--- config.mk ---
export PLATFORM = sky130hd
export DESIGN_NAME = feature_frame_ctrl_flat
export DESIGN_NICKNAME = d
export VERILOG_FILES = /design/src/rtl/feature_frame_ctrl_if.sv /design/src/rtl/feature_frame_ctrl.sv /design/src/flat_wrapper.sv
export SDC_FILE = /design/constraint.sdc
export NUM_CORES = 1
export LEC_CHECK = 0
export CAP_MARGIN = 20
export CORE_UTILIZATION = 59
export DETAILED_ROUTE_END_ITERATION = 7
export GPL_TIMING_DRIVEN = 0
export PLACE_DENSITY_LB_ADDON = 0.08
export SLEW_MARGIN = 10
export SYNTH_ARGS = -nofsm -noshare
export SYNTH_HDL_FRONTEND = slang
export SYNTH_SLANG_ARGS = --single-unit
--- constraint.sdc ---
create_clock -name clk -period 37.1 [get_ports clk]
set_input_delay 5.565 -clock clk [delete_from_list [all_inputs] [get_ports clk]]
set_output_delay 5.565 -clock clk [all_outputs]
set_load 0.1 [all_outputs]
--- src/rtl/feature_frame_ctrl_if.sv ---
// Bundle between the feature-frame sequencer, the I2C read engine and the classifier.
// slave: the sequencer side. master: the engine/classifier/host side.
interface feature_frame_ctrl_if #(
  parameter int unsigned NUM_FEAT = 26
);
  logic                     start;
  logic                     rd_req;
  logic [7:0]               rd_addr;
  logic                     rd_ack;
  logic                     rd_err;
  logic [7:0]               rd_data;
  logic signed [7:0]        input_vector [NUM_FEAT];
  logic                     vec_valid;
  logic                     vec_ready;
  logic                     busy;
  logic                     err;

  modport slave (
    input  start, rd_ack, rd_err, rd_data, vec_ready,
    output rd_req, rd_addr, input_vector, vec_valid, busy, err
  );

  modport master (
    output start, rd_ack, rd_err, rd_data, vec_ready,
    input  rd_req, rd_addr, input_vector, vec_valid, busy, err
  );
endinterface

--- src/rtl/feature_frame_ctrl.sv ---
// Feature-frame acquisition sequencer: one register read per feature with retry on
// timeout/NACK, atomic commit of the frame, valid/ready presentation to the classifier.
// Optional macro FEATURE_AUTO_RESTART_EN: after the handshake, restart acquisition
// immediately instead of returning to idle.
module feature_frame_ctrl #(
  parameter int unsigned NUM_FEAT    = 26,
  parameter logic [7:0]  BASE_ADDR   = 8'h00,
  parameter int unsigned TIMEOUT_CYC = 1024,
  parameter int unsigned RETRY_MAX   = 2
) (
  input  logic                 clk,
  input  logic                 rst,
  feature_frame_ctrl_if.slave  bus
);
  localparam int unsigned IdxW   = (NUM_FEAT > 1) ? $clog2(NUM_FEAT) : 1;
  localparam int unsigned TcntW  = $clog2(TIMEOUT_CYC);
  localparam int unsigned RetryW = (RETRY_MAX > 0) ? $clog2(RETRY_MAX + 1) : 1;

  localparam logic [IdxW-1:0]   IdxLast   = IdxW'(NUM_FEAT - 1);
  localparam logic [TcntW-1:0]  TcntLast  = TcntW'(TIMEOUT_CYC - 1);
  localparam logic [RetryW-1:0] RetryLast = RetryW'(RETRY_MAX);

  typedef enum logic [2:0] {
    StIdle, StReq, StWait, StRetry, StStore, StCommit, StPresent, StErr
  } state_e;

  state_e            state_q, state_d;
  logic [IdxW-1:0]   idx_q, idx_d;
  logic [RetryW-1:0] retry_q, retry_d;
  logic [TcntW-1:0]  tcnt_q, tcnt_d;
  logic              err_q, err_d;
  logic              req;
  logic              store_en;
  logic              commit_en;

  // Working buffer is filled per feature; the output vector only changes on commit.
  logic signed [7:0] fbuf_q [NUM_FEAT];
  logic signed [7:0] vec_q  [NUM_FEAT];

  // State and counter registers.
  always_ff @(posedge clk or posedge rst) begin
    if (rst) begin
      state_q <= StIdle;
      idx_q   <= '0;
      retry_q <= '0;
      tcnt_q  <= '0;
      err_q   <= 1'b0;
    end else begin
      state_q <= state_d;
      idx_q   <= idx_d;
      retry_q <= retry_d;
      tcnt_q  <= tcnt_d;
      err_q   <= err_d;
    end
  end

  // Working buffer capture and atomic frame commit.
  always_ff @(posedge clk or posedge rst) begin
    if (rst) begin
      for (int i = 0; i < NUM_FEAT; i++) begin
        fbuf_q[i] <= '0;
        vec_q[i]  <= '0;
      end
    end else begin
      if (store_en) begin
        fbuf_q[idx_q] <= bus.rd_data;
      end
      if (commit_en) begin
        vec_q <= fbuf_q;
      end
    end
  end

  // Next-state logic and read-request strobes.
  always_comb begin
    state_d   = state_q;
    idx_d     = idx_q;
    retry_d   = retry_q;
    tcnt_d    = tcnt_q;
    err_d     = err_q;
    req       = 1'b0;
    store_en  = 1'b0;
    commit_en = 1'b0;
    unique case (state_q)
      StIdle: begin
        if (bus.start) begin
          state_d = StReq;
          idx_d   = '0;
          retry_d = '0;
          tcnt_d  = '0;
          err_d   = 1'b0;
        end
      end
      StReq: begin
        req     = 1'b1;
        state_d = StWait;
      end
      StWait: begin
        req = 1'b1;
        if (bus.rd_ack && !bus.rd_err) begin
          store_en = 1'b1;
          state_d  = StStore;
        end else if (bus.rd_ack || (tcnt_q == TcntLast)) begin
          state_d = StRetry;
        end else begin
          tcnt_d = tcnt_q + 1'b1;
        end
      end
      StRetry: begin
        tcnt_d = '0;
        if (retry_q < RetryLast) begin
          retry_d = retry_q + 1'b1;
          state_d = StReq;
        end else begin
          err_d   = 1'b1;
          state_d = StErr;
        end
      end
      StStore: begin
        retry_d = '0;
        tcnt_d  = '0;
        if (idx_q == IdxLast) begin
          state_d = StCommit;
        end else begin
          idx_d   = idx_q + 1'b1;
          state_d = StReq;
        end
      end
      StCommit: begin
        commit_en = 1'b1;
        state_d   = StPresent;
      end
      StPresent: begin
        if (bus.vec_ready) begin
`ifdef FEATURE_AUTO_RESTART_EN
          state_d = StReq;
          idx_d   = '0;
          retry_d = '0;
          tcnt_d  = '0;
`else
          state_d = StIdle;
`endif
        end
      end
      StErr: begin
        state_d = StIdle;
      end
      default: begin
        state_d = StIdle;
      end
    endcase
  end

  // Address is forced to zero outside a request so every output is 0 after reset.
  assign bus.rd_req       = req;
  assign bus.rd_addr      = req ? (BASE_ADDR + 8'(idx_q)) : 8'h00;
  assign bus.input_vector = vec_q;
  assign bus.vec_valid    = (state_q == StPresent);
  assign bus.busy         = (state_q != StIdle);
  assign bus.err          = err_q;

endmodule

--- src/flat_wrapper.sv ---
// flat-port wrapper written by rule: the top's interface ports become plain ports
module feature_frame_ctrl_flat 
#(
  parameter int unsigned NUM_FEAT    = 26,
  parameter logic [7:0]  BASE_ADDR   = 8'h00,
  parameter int unsigned TIMEOUT_CYC = 1024,
  parameter int unsigned RETRY_MAX   = 2
)
  (clk, rst, bus_start, bus_rd_ack, bus_rd_err, bus_rd_data, bus_vec_ready, bus_rd_req, bus_rd_addr, bus_input_vector, bus_vec_valid, bus_busy, bus_err);
  feature_frame_ctrl_if #(.NUM_FEAT(NUM_FEAT)) bus_i ();
  input  logic clk;
  input  logic rst;
  input wire logic [$bits(bus_i.start)-1:0] bus_start;
  input wire logic [$bits(bus_i.rd_ack)-1:0] bus_rd_ack;
  input wire logic [$bits(bus_i.rd_err)-1:0] bus_rd_err;
  input wire logic [$bits(bus_i.rd_data)-1:0] bus_rd_data;
  input wire logic [$bits(bus_i.vec_ready)-1:0] bus_vec_ready;
  output wire logic [$bits(bus_i.rd_req)-1:0] bus_rd_req;
  output wire logic [$bits(bus_i.rd_addr)-1:0] bus_rd_addr;
  output wire logic [$bits(bus_i.input_vector)-1:0] bus_input_vector;
  output wire logic [$bits(bus_i.vec_valid)-1:0] bus_vec_valid;
  output wire logic [$bits(bus_i.busy)-1:0] bus_busy;
  output wire logic [$bits(bus_i.err)-1:0] bus_err;
  assign bus_i.start = bus_start;
  assign bus_i.rd_ack = bus_rd_ack;
  assign bus_i.rd_err = bus_rd_err;
  assign bus_i.rd_data = bus_rd_data;
  assign bus_i.vec_ready = bus_vec_ready;
  assign bus_rd_req = bus_i.rd_req;
  assign bus_rd_addr = bus_i.rd_addr;
  assign bus_input_vector = {>>{bus_i.input_vector}};
  assign bus_vec_valid = bus_i.vec_valid;
  assign bus_busy = bus_i.busy;
  assign bus_err = bus_i.err;
  feature_frame_ctrl #(.NUM_FEAT(NUM_FEAT), .BASE_ADDR(BASE_ADDR), .TIMEOUT_CYC(TIMEOUT_CYC), .RETRY_MAX(RETRY_MAX)) u_core (.clk(clk), .rst(rst), .bus(bus_i));
endmodule
==> results of run 1 <==
-- worst max-delay path by stage --
stage / startpoint / end / depth (start not counted)
after floorplan: rst / u_core.bus.err / 1
after global placement: rst / u_core.bus.input_vector[48] / 2
after CTS: u_core.state_q[1] / bus_vec_valid / 5
after global routing: u_core.state_q[1] / bus_vec_valid / 5
after detailed placement: bus_rd_ack / u_core.fbuf_q[177] / 6
final: u_core.state_q[1] / bus_vec_valid / 5
-- kinds of logic (layout without fill, tap and decap cells) --
kind of cell / after synthesis / count (layout) / share of synthesized area (%)
flops: 437 / 437 / 64.64
mux: 418 / 418 / 27.82
simple gates: 95 / 95 / 3.454
buf+inv: 68 / 382 / 1.590
compound gates: 52 / 52 / 2.056
fa+ha+maj: 5 / 5 / 0.3698
other cells: 1 / 3 / 0.02217
xor+xnor: 1 / 1 / 0.05178
-- power groups by stage --
stage | Sequential (W) | Clock, W | Combinational, W
floorplan | 0.000646 | 0 | 0.000122
detailed placement | 0.000542 | 0 | 0.000300
global route | 0.000539 | 0.000450 | 0.000314
finish | 0.000534 | 0.000425 | 0.000298
CTS | 0.000534 | 0.000432 | 0.000301
global placement | 0.000542 | 0 | 0.000295
-- cell type report --
cell class,count,area [um2]
Buffer,54,216.5
Clock buffer,63,1254
Clock inverter,16,136.4
Fill cell,1819,6798
Inverter,14,60.06
Multi-Input combinational cell,574,5720
Sequential cell,437,10940
Tap cell,378,473.0
Timing Repair Buffer,235,2417
-- state kept, by name, summed over array words and instances, names as in the netlist --
name,flops
u_core.idx_q,5
u_core.bus.input_vector,208
u_core.bus.err,1
u_core.tcnt_q,10
u_core.state_q,3
u_core.fbuf_q,208
u_core.retry_q,2
-- synth_stat cells, types with 2 or more instances --
| cell type | count |
|---|---|
| o22ai_1 | 2 |
| o2111ai_1 | 2 |
| or3b_2 | 2 |
| nand3_1 | 5 |
| a21oi_1 | 7 |
| nor3b_1 | 3 |
| o21ai_0 | 18 |
| nand4_1 | 3 |
| buf_1 | 3 |
| and3b_1 | 2 |
| inv_1 | 14 |
| nor2b_1 | 2 |
| nor3_2 | 3 |
| mux2_2 | 417 |
| nor2_1 | 10 |
| nor3_1 | 4 |
| nand2_4 | 7 |
| nand2b_1 | 5 |
| o31ai_1 | 2 |
| o21bai_1 | 2 |
| buf_2 | 2 |
| nand2_1 | 21 |
| or3_1 | 4 |
| a31oi_1 | 2 |
| a22o_1 | 6 |
| clkbuf_1 | 46 |
| o211a_1 | 2 |
| nand2_2 | 12 |
| buf_4 | 3 |
| and2_1 | 5 |
| ha_1 | 5 |
| dfrtp_1 | 437 |
-- stage by stage --
| step | total power [W] | area (um2) |
|---|---|---|
| floorplan | 0.0007677 | 16930 |
| global placement | 0.0008363 | 19700 |
| detailed placement | 0.0008419 | 19820 |
| CTS | 0.001266 | 21210 |
| global route | 0.001303 | 21210 |
| finish | 0.001258 | 21210 |
-- metal layers --
layer	vias up	track usage (%)	share of wire [%]
li1	4384	-	-
met1	5146	33.91	42
met2	248	43.00	49
met3	59	6.374	6.4
met4	0	6.599	2.1
met5	-	0	0
==> results.py, run 1 <==
metrics = {
    "status": {
        "status": "complete, no violations",
    },
    "setup_path": {
        "slowest_stage": "clkdlybuf4s50_1",
        "crit_path_max_fanout": 10,
        "path_cells": "clkbuf_1 -> clkbuf_1 -> nor2b_1 -> and2_1 -> clkdlybuf4s50_1",
        "rrSetupSlack_ns": 34.14,
        "worst_ep_required_time_ns": 31.53,
        "timing.rr.start": "u_core.state_q[0]",
        "crit_buf_inv": 3,
        "ff2ff_path_depth": 6,
        "cp_top_family": "buffers and inverters",
        "critPathMostFrequentCell": "clkbuf_1",
        "cp-start-kind": "flip-flop",
        "path_class": "flip-flop to output pin",
        "cp_slowest_stage_delay_ns": 1.13,
        "reg2reg_to": "u_core.bus.input_vector[183]",
        "critPathArrivalTime_ns": 3.17,
        "critPathCaptureType": "output pin",
    },
    "synth": {
        "syn_avg_cell_area_um2": 15.71,
        "synthArstFlopShare_pct": 100.0,
        "synth_area_um2": 16920,
        "synth_seq_area_share_pct": 64.64,
        "synth.area.top_cells": "dfrtp_1 (65%), mux2_2 (28%), clkbuf_1 (1.0%)",
        "synth_ff_type": "dfrtp_1",
        "yosysTopAreaCell": "dfrtp_1",
        "yosys_register_bits": 437,
        "yosysWarnings": 0,
        "synth_edf_count": 0,
        "yosys.cell_types.count": 51,
        "synth_cells": 1077,
        "synth_top_area_share_pct": 64.64,
    },
    "finish": {
        "layout_commonest_cell": "dfrtp_1",
        "area_delta_synth_final_pct": 25.39,
        "layout.cells.non_filler": 1771,
        "final_cell_mix": "dfrtp_1 (437), mux2_2 (417), clkdlybuf4s50_1 (230), clkbuf_1 (58), clkbuf_16 (45)",
        "nets": 1379,
        "drive_gt1_share_pct": 37.40,
        "n_antenna_cell": 0,
        "postLayoutCoreUtil_pct": 75.73,
    },
    "min_path": {
        "hold_path_depth": 1,
        "min-delay-start": "u_core.retry_q[0]",
        "hold_path_end": "u_core.retry_q[0]",
        "holdCritPathClass": "flip-flop to flip-flop",
    },
    "clock_tree": {
        "clk_pin_slew_ns": 0.06,
        "cts_tree": "done",
        "cts_buffer_depth": 3,
        "clkSinkCount": 437,
        "cts_resized": 0,
        "clock_latency_ns": 0.53,
        "post_cts_buffers": 0,
        "cts_buffers": 44,
        "htree_levels": 2,
        "clockRootBuffer": "clkbuf_16",
        "hold_buffers": 0,
    },
    "pwr": {
        "p_switching_w": 0.0004107,
        "p_sw_share_pct": 32.66,
        "combinationalPowerShare_pct": 23.7,
        "p_int_w": 0.0008469,
        "clkPwrFrac_pct": 33.8,
        "power.density_nw_per_um2": 59.29,
        "max-vdd-ir-drop_mv": 0.06060,
        "leakage_nw": 10.62,
        "pwr-share-seq_pct": 42.5,
    },
    "timing": {
        "setup_viol": 0,
        "whs_ns": 0.4939,
        "worst_pin_slew_ns": 1.101,
        "maxSlewViolCount": 0,
        "layout_setup_ws_ns": 28.36,
        "skew_ns": 0.01097,
        "rsz0062_at_grt": "no",
        "fin_crit_sh_pct": 23.55,
        "min_period_ns": 8.737,
        "max-slew-margin-rel_pct": 26.35,
        "clock.fmax_mhz": 114.5,
        "hold_viol": 0,
        "tns_ns": 0,
    },
    "global_routing": {
        "grt_pass1_wl_um": 56590,
        "grt_pass1_vias": 9962,
        "antenna_found_initial": 0,
        "grt_overflow": 0,
        "grt_max_degree": 120,
        "grt_use_total_pct": 25.77,
    },
    "route": {
        "post_drt_via_cell_ratio": 5.554,
        "postRouteAntennaNets": 0,
        "routedWlPerCell_um": 20.86,
        "drt_iter0_markers": 487,
        "wl_um": 36940,
        "vias": 9837,
        "drtPass1Iterations": 5,
        "drc": 0,
    },
    "floorplanning": {
        "start_util_pct": 60.40,
        "ios": 234,
        "coreArea_um2": 28010,
        "die_w_um": 171.3,
        "fp.dieH_um": 171.3,
        "die_area_um2": 29360,
        "rows": 61,
    },
    "placed_design": {
        "gp_congestion": 0.8160,
        "dp_slack_ns": 28.93,
        "dp_hpwl_um": 24270,
        "dpl.cell_count": 1692,
        "io_buffers": 230,
    },
    "run": {
        "cap_violations": 0,
    },
}
(Power assumes the default switching activity.)
==> run 2: changes to the inputs <==
- CORE_UTILIZATION: 59 -> 49
- clock period: 37.1 -> 7.2 ns (I/O delays scaled with it)
==> run 2 against run 1 <==
Effect of this change:
- critical path depth did not move
- die area rose by 20%
- setup slack got worse by 25 ns
- via count fell by 1.0%
- final area rose by 1.3%
- critical path type unchanged
- core utilization fell by 12 points
- clock skew barely moved
- highest routed layer unchanged
==> results.py, run 2 (same netlist as run 1, synthesis figures left out) <==
metrics = {
    "status": {
        "status": "complete, no violations",
    },
    "setup_path": {
        "path_cells": "clkbuf_1 -> clkbuf_1 -> nor2b_1 -> and2_1 -> clkdlybuf4s50_1",
        "crit_path_max_fanout": 10,
        "path_class": "flip-flop to output pin",
        "cp-start-kind": "flip-flop",
        "critPathCaptureType": "output pin",
        "slowest_stage": "clkdlybuf4s50_1",
        "critPathArrivalTime_ns": 3.12,
        "worst_ep_required_time_ns": 6.12,
        "cp_top_family": "buffers and inverters",
        "critPathMostFrequentCell": "clkbuf_1",
        "crit_buf_inv": 3,
        "cp_slowest_stage_delay_ns": 1.13,
    },
    "floorplanning": {
        "ios": 234,
        "die_w_um": 187.8,
        "die_area_um2": 35270,
        "coreArea_um2": 33780,
        "rows": 67,
        "start_util_pct": 50.08,
        "fp.dieH_um": 187.8,
    },
    "timing": {
        "rsz0062_at_grt": "no",
        "clock.fmax_mhz": 238.2,
        "skew_ns": 0.01050,
        "layout_setup_ws_ns": 3.001,
        "max-slew-margin-rel_pct": 27.33,
        "maxSlewViolCount": 0,
        "fin_crit_sh_pct": 58.32,
        "hold_viol": 0,
        "worst_pin_slew_ns": 1.087,
        "whs_ns": 0.4973,
        "setup_viol": 0,
        "min_period_ns": 4.199,
    },
    "global_routing": {
        "grt_max_degree": 40,
        "grt_overflow": 0,
        "grt_pass1_vias": 9936,
        "grt_use_total_pct": 21.85,
        "antenna_found_initial": 0,
        "grt_pass1_wl_um": 59210,
    },
    "clock_tree": {
        "clockRootBuffer": "clkbuf_16",
        "clk_pin_slew_ns": 0.06,
        "cts_resized": 0,
        "hold_buffers": 0,
        "cts_buffer_depth": 3,
        "htree_levels": 2,
        "clkSinkCount": 437,
        "cts_tree": "done",
        "clock_latency_ns": 0.53,
        "post_cts_buffers": 0,
        "cts_buffers": 45,
    },
    "pwr": {
        "p_sw_share_pct": 32.52,
        "power.density_nw_per_um2": 304.9,
        "total_power_w": 0.006553,
        "p_int_w": 0.004422,
        "combinationalPowerShare_pct": 23.6,
        "pwr-share-seq_pct": 42.0,
        "leakage_nw": 10.70,
        "clkPwrFrac_pct": 34.4,
        "p_switching_w": 0.002131,
        "max-vdd-ir-drop_mv": 0.2363,
    },
    "finish": {
        "layout.cells.non_filler": 1850,
        "area_delta_synth_final_pct": 27.04,
        "n_antenna_cell": 0,
        "drive_gt1_share_pct": 37.95,
        "nets": 1387,
        "final_cell_mix": "dfrtp_1 (437), mux2_2 (417), clkdlybuf4s50_1 (230), clkbuf_1 (57), clkbuf_16 (47)",
        "layout_commonest_cell": "dfrtp_1",
        "postLayoutCoreUtil_pct": 63.62,
    },
    "route": {
        "post_drt_via_cell_ratio": 5.262,
        "postRouteAntennaNets": 0,
        "drtPass1Iterations": 4,
        "drc": 0,
        "vias": 9734,
        "routedWlPerCell_um": 20.26,
        "wl_um": 37480,
        "drt_iter0_markers": 358,
    },
    "placed_design": {
        "dp_slack_ns": 3.404,
        "gp_congestion": 0.7564,
        "dp_hpwl_um": 25310,
        "dpl.cell_count": 1769,
        "io_buffers": 230,
    },
    "run": {
        "cap_violations": 0,
    },
    "min_path": {
        "holdCritPathClass": "flip-flop to flip-flop",
    },
}
==> run 2: cell types whose count changed in the layout (fill, tap and decap cells not counted), sizes merged <==
cell      before  now
clkbuf       109  114
buf           13   20
clkinvlp       1    2
bufinv         2    1
clkinv        13   10
==> run 2: worst register-to-register path: stages (launching register included) <==
cell	delay (ns)
dfrtp_1	0.35
buf_2	0.17
nand3b_1	0.09
clkbuf_1	0.66
clkbuf_1	0.58
clkbuf_1	0.59
mux2_2	0.41
==> run 2: metal layers <==
metal,vias up,GRT usage [%],routed length [um]
met2,219,35.04,17840
met1,5074,30.12,16740
met5,-,0,0
met4,0,5.191,666
li1,4393,-,-
met3,48,5.315,2230
==> run 2: cell type report <==
class                           instances  area (um2)
Clock inverter                         13       100.1
Fill cell                            2557       12290
Inverter                               14       56.30
Tap cell                              448       560.5
Buffer                                 54       216.5
Sequential cell                       437       10940
Clock buffer                           68        1355
Multi-Input combinational cell        574        5725
Timing Repair Buffer                  242        2542
==> run 2: metrics by stage <==
step	setup TNS (ns)	cell area (um2)
global placement	-1082.26	19790
detailed placement	0	20040
finish	0	21490
CTS	0	21490
global route	0	21490
floorplan	0	16930
==> run 2: path summary, 6_finish.rpt <==
check	from	endpoint	slack (ns)	depth (start not counted)
setup / recovery	u_core.state_q[1]	bus_vec_valid	3.00	5
hold / removal	u_core.fbuf_q[113]	u_core.fbuf_q[113]	0.50	1
setup reg to reg	u_core.state_q[0]	u_core.bus.input_vector[31]	4.22	6
hold reg to reg	u_core.fbuf_q[113]	u_core.fbuf_q[113]	0.50	1
max in group asynchronous	rst	u_core.fbuf_q[178]	4.82	6
min in group asynchronous	rst	u_core.bus.input_vector[102]	0.99	2
==> run 2: power groups by stage <==
| stage | combinational (W) | clock (W) | sequential [W] |
|---|---|---|---|
| 6_report | 0.00154 | 0.00225 | 0.00275 |
| 5_1_grt | 0.00163 | 0.00241 | 0.00278 |
| 4_1_cts | 0.00156 | 0.00231 | 0.00276 |
| 3_5_place_dp | 0.00156 | 0 | 0.00280 |
| 3_3_place_gp | 0.00153 | 0 | 0.00280 |
| 2_1_floorplan | 0.000627 | 0 | 0.00333 |
==> run 3: changes to the inputs <==
- clock period: 7.2 -> 3.44 ns (I/O delays scaled with it)
==> run 3 against run 2 <==
Effect of this change:
- clock skew increased by 0.0063 ns
- worst hold slack got worse by 0.12 ns
- count of clock-buffer cells in the layout decreased by 3
- final area increased by 0.16%
- combinational power increased by 110%
- via count about the same
- setup slack got worse by 2.9 ns
- sequential share of layout area decreased by 0.083 points
- first-iteration DRC count decreased by 9.2%
- final cell count decreased by 0.32%
==> results.py, run 3 (same netlist as run 1, synthesis figures left out) <==
metrics = {
    "status": {
        "status": "complete, no violations",
    },
    "finish": {
        "layout_commonest_cell": "dfrtp_1",
        "final_cell_mix": "dfrtp_1 (437), mux2_2 (417), clkdlybuf4s50_1 (223), clkbuf_1 (54), clkbuf_16 (46)",
        "nets": 1389,
        "layout.cells.non_filler": 1844,
        "drive_gt1_share_pct": 38.04,
        "area_delta_synth_final_pct": 27.25,
        "final_cell_area_um2": 21530,
        "n_antenna_cell": 0,
    },
    "route": {
        "vias": 9726,
        "drt_iter0_markers": 325,
        "dr_wl_met3_um": 2251,
        "drc": 0,
        "wl_um": 37810,
        "drtPass1Iterations": 4,
        "postRouteAntennaNets": 0,
        "post_drt_via_cell_ratio": 5.274,
        "wl_met1_um": 16990,
        "dr_wl_met2_um": 17850,
        "routed.top_layer": "met4",
        "routedWlPerCell_um": 20.50,
    },
    "setup_path": {
        "crit_buf_inv": 2,
        "path_class": "flip-flop to output pin",
        "worst_ep_required_time_ns": 2.92,
        "path_cells": "clkbuf_1 -> xnor2_1 -> nor2_2 -> clkdlybuf4s50_1",
        "cp-start-kind": "flip-flop",
        "cp_top_family": "buffers and inverters",
        "timing.rr.start": "u_core.state_q[0]",
        "critPathArrivalTime_ns": 2.78,
        "crit_path_max_fanout": 10,
        "crit_path_start": "u_core.state_q[1]",
        "critPathCaptureType": "output pin",
        "reg2reg_to": "u_core.bus.input_vector[87]",
        "slowest_stage": "clkdlybuf4s50_1",
        "rrSetupSlack_ns": 0.37,
        "cp_slowest_stage_delay_ns": 1.15,
        "ff2ff_path_depth": 6,
    },
    "timing": {
        "max-slew-margin-rel_pct": 26.70,
        "hold_viol": 0,
        "tns_ns": 0,
        "clock.fmax_mhz": 303.6,
        "worst_pin_slew_ns": 1.096,
        "rsz0062_at_grt": "no",
        "setup_viol": 0,
        "maxSlewViolCount": 0,
        "whs_ns": 0.3803,
        "fin_crit_sh_pct": 95.74,
        "skew_ns": 0.01675,
        "min_period_ns": 3.293,
    },
    "clock_tree": {
        "clk_pin_slew_ns": 0.06,
        "hold_buffers": 0,
        "htree_levels": 2,
        "cts_buffers": 45,
        "cts_buffer_depth": 3,
        "cts_tree": "done",
        "clock_latency_ns": 0.54,
        "clkSinkCount": 437,
        "clockRootBuffer": "clkbuf_16",
    },
    "global_routing": {
        "grt_pass1_vias": 10000,
        "grt_overflow": 0,
        "grt_max_degree": 41,
        "grt_pass1_wl_um": 59460,
        "antenna_found_initial": 0,
        "grt_use_total_pct": 21.87,
    },
    "min_path": {
        "holdCritPathClass": "input pin to async pin",
    },
    "placed_design": {
        "dp_hpwl_um": 25540,
        "io_buffers": 230,
        "placed_area_um2": 20090,
        "gp_congestion": 0.7762,
        "dpl.cell_count": 1771,
    },
    "floorplanning": {
        "ios": 234,
        "die_w_um": 187.8,
        "fp.dieH_um": 187.8,
        "start_util_pct": 50.08,
        "die_area_um2": 35270,
        "rows": 67,
        "coreArea_um2": 33780,
    },
    "pwr": {
        "power.density_nw_per_um2": 637.2,
        "leakage_nw": 10.80,
        "max-vdd-ir-drop_mv": 0.4272,
    },
    "run": {
        "cap_violations": 0,
    },
}
[run 3: layout make-up]
cell class              count  area, um2
plain buffers              54      216.5
clock buffers              65       1333
clock inverters             8      101.3
fillers                  2525      12260
inverters                  14      56.30
multi-input cells         574       5728
flip-flops and latches    437      10940
well taps                 448      560.5
repair buffers            244       2596
[run 3: metrics by stage]
stage	setup WS, ns	total power (W)	util (%)
after global routing	0.002045	0.01428	63.72
after CTS	0.001058	0.01386	63.69
final	0.1465	0.01372	63.72
after floorplan	-2.979	0.008286	-
after global placement	-5.701	0.009057	58.59
after detailed placement	0.1799	0.009120	59.46
[run 3: how the worst max path moves through the flow]
stage                    endpoint  cells past startpoint
2_1_floorplan      u_core.bus.err                      1
3_3_place_gp   u_core.fbuf_q[187]                      2
3_5_place_dp   u_core.fbuf_q[139]                      6
4_1_cts                  bus_busy                      4
5_1_grt                bus_rd_req                      4
6_report               bus_rd_req                      4
[run 3: report_power, final]
group          switching, W  internal, W
clock network       0.00190      0.00281
registers          0.000226      0.00554
logic               0.00231     0.000928
total               0.00443      0.00928
[run 3: worst register-to-register path, stage by stage, from the launching register on]
cell and delay [ns]:
dfrtp_1 0.35, buf_2 0.17, nand3b_1 0.09, clkbuf_1 0.68, clkbuf_1 0.65, clkbuf_1 0.61, mux2_2 0.41
[run 3: metal layers]
| metal | vias to the layer above | track usage [%] |
|---|---|---|
| met4 | 0 | 5.191 |
| met3 | 51 | 5.559 |
| met1 | 5064 | 29.68 |
| met2 | 203 | 35.38 |
| met5 | - | 0 |
| li1 | 4408 | - |
[run 3: what timing repair did]
action / 4_1_cts / 5_1_grt
buffers inserted: 0 / 0
endpoints found under the setup margin: 2 / 6
resized for setup: 2 / 7
gates cloned: 0 / 0
